--- src/rtl/pc_unit.sv ---
`default_nettype none
// ============================================================================
//  Module   : pc_unit
//  Purpose  : Registered MIPS program counter with next-PC selection, stall,
//             reset vector and a circular return-address stack.
//  Revision : 1.0  initial release
// ============================================================================
module pc_unit #(
   parameter int               WIDTH        = 32,
   parameter logic [WIDTH-1:0] RESET_VECTOR = '0,
   parameter int               RAS_DEPTH    = 4
) (
   input  logic             clk,
   input  logic             rst_n,
   input  logic             stall,
   input  logic [2:0]       pc_sel,
   input  logic             is_zero,
   input  logic [WIDTH-1:0] da,
   input  logic [25:0]      addr,
   input  logic [15:0]      imm,
   output logic [WIDTH-1:0] pc,
   output logic [WIDTH-1:0] pc_plus4,
   output logic [WIDTH-1:0] next_pc,
   output logic             ras_empty,
   output logic             ras_full,
   output logic             ras_overflow,
   output logic             ras_underflow,
   output logic             misalign_err
);

   localparam logic [2:0] c_SEL_SEQ  = 3'd0;
   localparam logic [2:0] c_SEL_BEQ  = 3'd1;
   localparam logic [2:0] c_SEL_BNE  = 3'd2;
   localparam logic [2:0] c_SEL_J    = 3'd3;
   localparam logic [2:0] c_SEL_JR   = 3'd4;
   localparam logic [2:0] c_SEL_CALL = 3'd5;
   localparam logic [2:0] c_SEL_RET  = 3'd6;

   localparam int                c_PTR_W = $clog2(RAS_DEPTH);
   localparam int                c_CNT_W = c_PTR_W + 1;
   localparam logic [c_CNT_W-1:0] c_CNT_MAX = c_CNT_W'(RAS_DEPTH);

   logic [WIDTH-1:0]   r_pc;
   logic [WIDTH-1:0]   r_ras [RAS_DEPTH];
   logic [c_PTR_W-1:0] r_ptr;
   logic [c_CNT_W-1:0] r_cnt;
   logic               r_overflow;
   logic               r_underflow;
   logic               r_misalign;

   logic [WIDTH-1:0]   w_pc_plus4;
   logic [WIDTH-1:0]   w_br_tgt;
   logic [WIDTH-1:0]   w_j_tgt;
   logic [WIDTH-1:0]   w_top;
   logic [WIDTH-1:0]   w_next;
   logic               w_empty;
   logic               w_full;
   logic               w_push;
   logic               w_pop;
   logic               w_underflow_ev;
   logic               w_misalign_ev;

   assign w_pc_plus4 = r_pc + WIDTH'(4);
   assign w_br_tgt   = w_pc_plus4 + {{(WIDTH-18){imm[15]}}, imm, 2'b00};
   assign w_j_tgt    = {w_pc_plus4[WIDTH-1:28], addr, 2'b00};
   // Pointer addresses the next free slot, so the top lives one below it.
   assign w_top      = r_ras[r_ptr - 1'b1];
   assign w_empty    = (r_cnt == '0);
   assign w_full     = (r_cnt == c_CNT_MAX);

   always_comb begin
      w_next         = w_pc_plus4;
      w_push         = 1'b0;
      w_pop          = 1'b0;
      w_underflow_ev = 1'b0;
      w_misalign_ev  = 1'b0;
      case (pc_sel)
         c_SEL_SEQ: w_next = w_pc_plus4;
         c_SEL_BEQ: if (is_zero)  w_next = w_br_tgt;
         c_SEL_BNE: if (!is_zero) w_next = w_br_tgt;
         c_SEL_J:   w_next = w_j_tgt;
         c_SEL_JR: begin
            w_next        = {da[WIDTH-1:2], 2'b00};
            w_misalign_ev = (da[1:0] != 2'b00);
         end
         c_SEL_CALL: begin
            w_next = w_j_tgt;
            w_push = 1'b1;
         end
         c_SEL_RET: begin
            if (!w_empty) begin
               w_next        = {w_top[WIDTH-1:2], 2'b00};
               w_pop         = 1'b1;
               w_misalign_ev = (w_top[1:0] != 2'b00);
            end else begin
               w_next         = {da[WIDTH-1:2], 2'b00};
               w_underflow_ev = 1'b1;
               w_misalign_ev  = (da[1:0] != 2'b00);
            end
         end
         default: w_next = w_pc_plus4;
      endcase
   end

   always_ff @(posedge clk or negedge rst_n) begin
      if (!rst_n) begin
         r_pc        <= RESET_VECTOR;
         r_ptr       <= '0;
         r_cnt       <= '0;
         r_overflow  <= 1'b0;
         r_underflow <= 1'b0;
         r_misalign  <= 1'b0;
      end else if (!stall) begin
         r_pc <= w_next;
         if (w_push) begin
            r_ptr <= r_ptr + 1'b1;
            if (w_full) r_overflow <= 1'b1;
            else        r_cnt      <= r_cnt + 1'b1;
         end else if (w_pop) begin
            r_ptr <= r_ptr - 1'b1;
            r_cnt <= r_cnt - 1'b1;
         end
         if (w_underflow_ev) r_underflow <= 1'b1;
         if (w_misalign_ev)  r_misalign  <= 1'b1;
      end
   end

   // Entry storage is not reset; count and pointer alone define validity.
   always_ff @(posedge clk) begin
      if (!stall && w_push) r_ras[r_ptr] <= w_pc_plus4;
   end

   assign pc            = r_pc;
   assign pc_plus4      = w_pc_plus4;
   assign next_pc       = w_next;
   assign ras_empty     = w_empty;
   assign ras_full      = w_full;
   assign ras_overflow  = r_overflow;
   assign ras_underflow = r_underflow;
   assign misalign_err  = r_misalign;

endmodule
`default_nettype wire

--- config.mk ---
export PLATFORM = sky130hd
export DESIGN_NAME = pc_unit
export DESIGN_NICKNAME = d
export VERILOG_FILES = /design/src/rtl/pc_unit.sv
export SDC_FILE = /design/constraint.sdc
export NUM_CORES = 1
export LEC_CHECK = 0
export CORE_MARGIN = 2
export CORE_UTILIZATION = 40
export CTS_CLUSTER_SIZE = 24
export DETAILED_ROUTE_END_ITERATION = 12
export GPL_TIMING_DRIVEN = 1
export PLACE_DENSITY = 0.66
export SYNTH_ARGS = -nofsm -noshare
export SYNTH_HDL_FRONTEND = slang
export SYNTH_SLANG_ARGS = --single-unit
--- constraint.sdc ---
create_clock -name clk -period 4.4 [get_ports clk]
set_clock_uncertainty 0.05 [all_clocks]
set_input_delay 0.44 -clock clk [delete_from_list [all_inputs] [get_ports clk]]
set_output_delay 0.44 -clock clk [all_outputs]
set_load 0.03 [all_outputs]
* After elaboration in Yosys (flattened, before gate mapping) *
Memories as Yosys holds them, arrays and structs flattened.
Cells that the tools add are included.

cells by class
  add/subtract/negate cells = 6
  $mul = 0
  divide/modulo/power cells = 0
  order comparisons = 0
  equality and inequality tests = 8
  shifts and indexed selects = 0
  mux-type cells = 18
  bitwise operators = 1
  reduce and logical (&&, ||, !) cells = 12

operator list
  cell                   number
  $pmux 32 s5            1
  $mux 32                3
  $add 32x3->32 const B  1
  $add 32x32->32         1
  $eq 3x3->1 const B     4
  $mux 3                 3
  $mux 1                 8
  $eq 3x2->1 const B     2
  $reduce_and 2->1       3
  $reduce_and 3->1       2
  $reduce_bool 2->1      3
  $mux 2                 2
  $add 3x1->3 const B    1
  $eq 3x1->1 const B     1
  $logic_not 3->1        1
  $sub 3x1->3 const B    1
  $add 2x1->2 const B    1
  $ne 2x2->1 const B     1
  $pmux 1 s2             1
  $reduce_or 2->1        1
  $sub 2x1->2 const B    1
  $logic_and 1x1->1      1
  $logic_not 1->1        1
  $not 1->1              1

storage, ports and cells
  bits in registers = 40
  bits in latches = 0
  bits in writable memories = 128
  ROM bits = 0
  input port bits = 81
  output and inout port bits = 101
  word-level logic and storage cells = 52
  memories kept = 1

memories
  name   depth  width  rd ports  clocked after memory_dff  write ports  line  text
  r_ras  4      32     1         0                         1            44    logic [WIDTH-1:0] r_ras [RAS_DEPTH];

* Depth between registers and ports, before layout *
An unclocked memory read counts as a cell.

  depth in word-level cells = 6
  mapped depth = 17
  mapped depth without buffers = 17

* Worst setup path after synthesis *
Ideal clock, no wire load.

  path type = reg2out
  from = register r_pc[3], in the netlist pc[3]
  to = output next_pc[31]
  data arrival time = 4.629 ns
  required time = 3.910 ns
  setup slack = -0.719 ns
  cell stages (with the launch flop) = 16
  buffers on the path = 0
  cells stage by stage = dfrtp_1 ha_1 nand2_1 nor3_2 and2_2 or3b_1 xnor2_1 ha_1 a21oi_1 o21ai_0 a21oi_1 o21bai_1 a211oi_1 xnor2_1 mux2i_1 o21ai_0

on the way
  word-level cells in the longest chain between the ends = 4
  elaborated cells between the ends (all ways) = 5
  classes of those cells = add/sub (2); mux (3)

ends and longest elaborated chain
  item                        line    text
  start, declared             43      logic [WIDTH-1:0] r_pc;
  start signal, assigned      114     r_pc <= w_next;
  $add 32x3->32 (*)           63      assign w_pc_plus4 = r_pc + WIDTH'(4);
  via pc_plus4[20]            22      output logic [WIDTH-1:0] pc_plus4,
  $add 32x32->32 (*)          64      assign w_br_tgt = w_pc_plus4 + {{(WIDTH-18){imm[15]}}, imm, 2'b00};
  $mux 32 (on tied branches)  80, 79
  $pmux 32 s5 (*)             77      case (pc_sel)
  end, declared               23      output logic [WIDTH-1:0] next_pc,

The timed path passes the listed nets; every way through them passes the cells marked *.

* Worst setup path after layout *
  from = register r_pc[7], in the netlist pc[7]
  to = output next_pc[28]

on the way
  word-level cells in the longest chain between the ends = 4
  elaborated cells between the ends (all ways) = 5
  classes of those cells = add/sub (2); mux (3)

ends and longest elaborated chain
  item                        line
  $add 32x3->32 (*)           63
  $add 32x32->32              64
  $mux 32 (on tied branches)  80, 79
  $pmux 32 s5 (*)             77

Mark *: on every way between the ends. The rest lies on a longest branch, timed or not.

==> impl_metrics.json <==
{
  "status": "finished, violations left",
  "violations": "setup timing",
  "ir_drop_mv": 0.398,
  "synthCells": 824,
  "crit_path_start": "pc[7]",
  "dp_hpwl_mm": 23.2,
  "grt_pass1_wl_mm": 48.3,
  "required_ps": 3910,
  "cpMostUsedCell": "buf_6",
  "synth_nets": 948,
  "die_area_sq_um": 25600,
  "die_h_microns": 160,
  "yosys.area.top_type": "edfxtp_1",
  "cts_buffer_depth": 2,
  "antenna_found_initial": 0,
  "synth.area.top_cells": "edfxtp_1, dfrtp_1, mux4_2",
  "numCtsBuffers": 17,
  "cts_root_buffer": "clkbuf_16",
  "htreeDepth": 4,
  "ys_ff_latch": 168,
  "p_leak_nw": 5.56,
  "max_freq_mhz": 215,
  "p_switching_mw": 3.98,
  "overflow": 0,
  "cp_cell_sequence": "nand4_2 -> nor3_4 -> buf_6 -> and2_4 -> buf_6 -> nor4b_4 -> xor2_2 -> ha_4 -> nand2_4 -> o21ba_4 -> o211ai_1 -> a31o_2 -> o31a_1 -> o31ai_4 -> buf_4 -> nand2_1 -> o21ai_2 -> buf_12",
  "nets": 1246,
  "worst_pin_slew_ps": 1040,
  "async_flop_share": 0.238,
  "reg2reg_from": "pc[7]",
  "pwr_density_cell_nw_per_um2": 660,
  "die_width_microns": 160,
  "cp-start-kind": "flip-flop",
  "total_power_mw": 9.50,
  "routed_wirelength_mm": 32.5,
  "num_vias": 8324,
  "drtIter0Drc": 645,
  "rows": 57,
  "drv_cap": 0,
  "tritoncts": "yes",
  "cpMaxStageDelayCell": "dfrtp_2",
  "grt_start_max_net_pins": 41,
  "syn_area_per_cell_sq_um": 11.8,
  "place.gp.congestion": 0.962,
  "cp_top_family": "compound AO/OA/AOI/OAI gates",
  "regArea_sq_um": 4860,
  "netlist.area_leader.share": 0.394,
  "syn_area_sq_um": 9750,
  "grt_pass1_vias": 8459,
  "wl_per_cell_microns": 22.3,
  "start_util": 0.404,
  "power_frac_clock": 0.173,
  "layout-drive-gt1-share": 0.339,
  "ios": 182,
  "p_comb_frac": 0.591,
  "stdcell_area_sq_um": 14400,
  "hold_path_class": "input pin to asynchronous set/reset pin",
  "cts.clk_slew.worst_paths_ps": 70,
  "crit_type": "flip-flop to primary output",
  "drc": 0,
  "reg2reg_slack_ps": 500,
  "fillerInstances": 2009,
  "ys_warn_count": 0,
  "rsz0062_at_grt": "yes",
  "postCtsHoldBufs": 0,
  "crit_arrival_ps": 4170,
  "switching_share": 0.419,
  "relSlewSlack": 0.308,
  "critPathMaxStageDelay_ps": 390,
  "clkLatencyLatePin_ps": 440,
  "fin_crit_sh": 1.06,
  "portBuffers": 181,
  "maxSlewViolCount": 0,
  "synth_edf_count": 128,
  "ys_types": 74,
  "finalSetupViolCount": 5,
  "end_kind": "primary output",
  "vias_per_cell": 5.71,
  "detail-route-antenna-nets": 0,
  "track_usage": 0.246,
  "ys.flop_type": "edfxtp_1",
  "syn2layout_area_growth_pct": 47.8,
  "antenna_cells": 0,
  "core-area_sq_um": 24100,
  "internal_power_mw": 5.52,
  "place_area_sq_um": 12800,
  "drtPass1Iterations": 5,
  "p_seq_frac": 0.237,
  "crit_fanout": 5,
  "yosysSeqAreaShare": 0.497,
  "period_minus_slack_ps": 4660,
  "multiInputGateArea_sq_um": 5420,
  "crit_buf_inv": 4,
  "hold_viol_final": 0,
  "clock_sinks": 168,
  "fin_setup_tns_ps": -563,
  "timing.final.ws_setup_ps": -257
}
==> final timing paths <==
kind | endpoint | cells after the start
worst max-delay path | next_pc[28] | 18
worst min-delay path | pc[25] | 2
worst max register to register | pc[28] | 18
worst min register to register | ras_overflow | 1
max in group asynchronous | pc[2] | 2
min in group clk | ras_overflow | 1
==> power groups by stage <==
stage               sequential [mW]  clock (mW)  combinational, mW
finish                         2.25        1.64               5.61
global route                   2.27        1.72               5.96
CTS                            2.24        1.66               5.20
detailed placement             2.28           0               4.99
global placement               2.27           0               4.98
floorplan                      2.52           0               2.68
==> registers in the layout, summed over array words and instances, names as in the netlist <==
signal,flops
r_ras,128
pc,32
r_cnt,3
r_ptr,2
misalign_err,1
ras_overflow,1
ras_underflow,1
==> layout make-up <==
class	count	share of cell area
multi-input combinational	591	0.376
tap	324	0.0281
clock buffer	17	0.0295
sequential	168	0.337
timing repair buffer	319	0.207
clock inverter	15	0.0146
inverter	25	0.00651
==> Yosys cell counts (5+ instances only) <==
cell and count:
and2_1 14, o21ai_1 5, a21o_1 9, nand2b_1 9, clkbuf_1 20, nor3_1 8
or3_1 5, nand2_1 66, mux4_2 30, a22o_1 17, o31ai_1 7, dfrtp_1 40
xnor2_1 29, and4_1 5, xor2_1 23, a211oi_1 6, and3_1 7, o21a_1 8
o211ai_1 5, inv_1 25, o21ai_0 45, a221oi_1 22, nor2_1 47, buf_2 15
ha_1 41, nand4_1 15, a21oi_1 41, edfxtp_1 128, nand3_1 25, a31oi_1 10
mux2_2 24, a22oi_1 6
==> kinds of logic (layout without fill, tap and decap cells) <==
kind of cell               after synthesis  after routing  share of synthesized area
AOI/OAI and AO/OA                      216            216                      0.154
xor gates and xnor gates                52             52                     0.0467
adders and majority gates               43             43                     0.0567
buffers and inverters                   65            376                     0.0277
DFF                                    168            168                      0.497
muxes                                   58             58                      0.102
and+or+nand+nor                        222            222                      0.116
==> stage by stage <==
stage | hold slack (ps) | cells | worst slack (ps) | utilization
6_report | 66.7 | 1459 | -257 | 0.598
5_1_grt | 113 | 1459 | -404 | 0.598
4_1_cts | 89.2 | 1433 | -169 | 0.568
3_5_place_dp | 393 | 1387 | -34.5 | 0.529
3_3_place_gp | 392 | 1387 | -145 | 0.529
2_1_floorplan | 94.4 | 824 | -31.6 | -
==> layer usage <==
metal | GRT usage | part of all wire
met4 | 0.0782 | 0.020
met3 | 0.0384 | 0.057
met2 | 0.416 | 0.50
met5 | 0 | 0
met1 | 0.328 | 0.42
==> repair_timing <==
action                     in CTS  in global routing
setup endpoints to repair      13                 20
pin swaps                      16                 49
resized for setup              45                114
buffers inserted               14                 26
==> layout by cell type, fill, tap and decap left out, types with 7 or more instances in the layout <==
| cell type | synthesis | final |
|---|---|---|
| and2_1 | 14 | 12 |
| buf_4 | 2 | 137 |
| a31oi_1 | 10 | 9 |
| nand2b_1 | 9 | 9 |
| a21oi_2 | 0 | 7 |
| clkbuf_16 | 0 | 17 |
| o21ai_0 | 45 | 26 |
| a22o_1 | 17 | 17 |
| a21oi_4 | 2 | 9 |
| mux2_2 | 24 | 24 |
| nand3_1 | 25 | 18 |
| o21ai_2 | 1 | 14 |
| o21ai_1 | 5 | 11 |
| a21oi_1 | 41 | 27 |
| nand4_1 | 15 | 15 |
| mux4_2 | 30 | 30 |
| edfxtp_1 | 128 | 128 |
| dfrtp_2 | 0 | 11 |
| o21a_1 | 8 | 8 |
| xnor2_2 | 0 | 13 |
| ha_4 | 0 | 12 |
| ha_1 | 41 | 24 |
| buf_12 | 0 | 12 |
| inv_1 | 25 | 21 |
| a221oi_1 | 22 | 21 |
| nor2_1 | 47 | 44 |
| dfrtp_1 | 40 | 29 |
| buf_6 | 0 | 7 |
| xnor2_1 | 29 | 14 |
| a21o_1 | 9 | 9 |
| xor2_1 | 23 | 19 |
| nand2_1 | 66 | 58 |
| clkdlybuf4s50_1 | 0 | 156 |
Power figures use the tool's default switching activity.
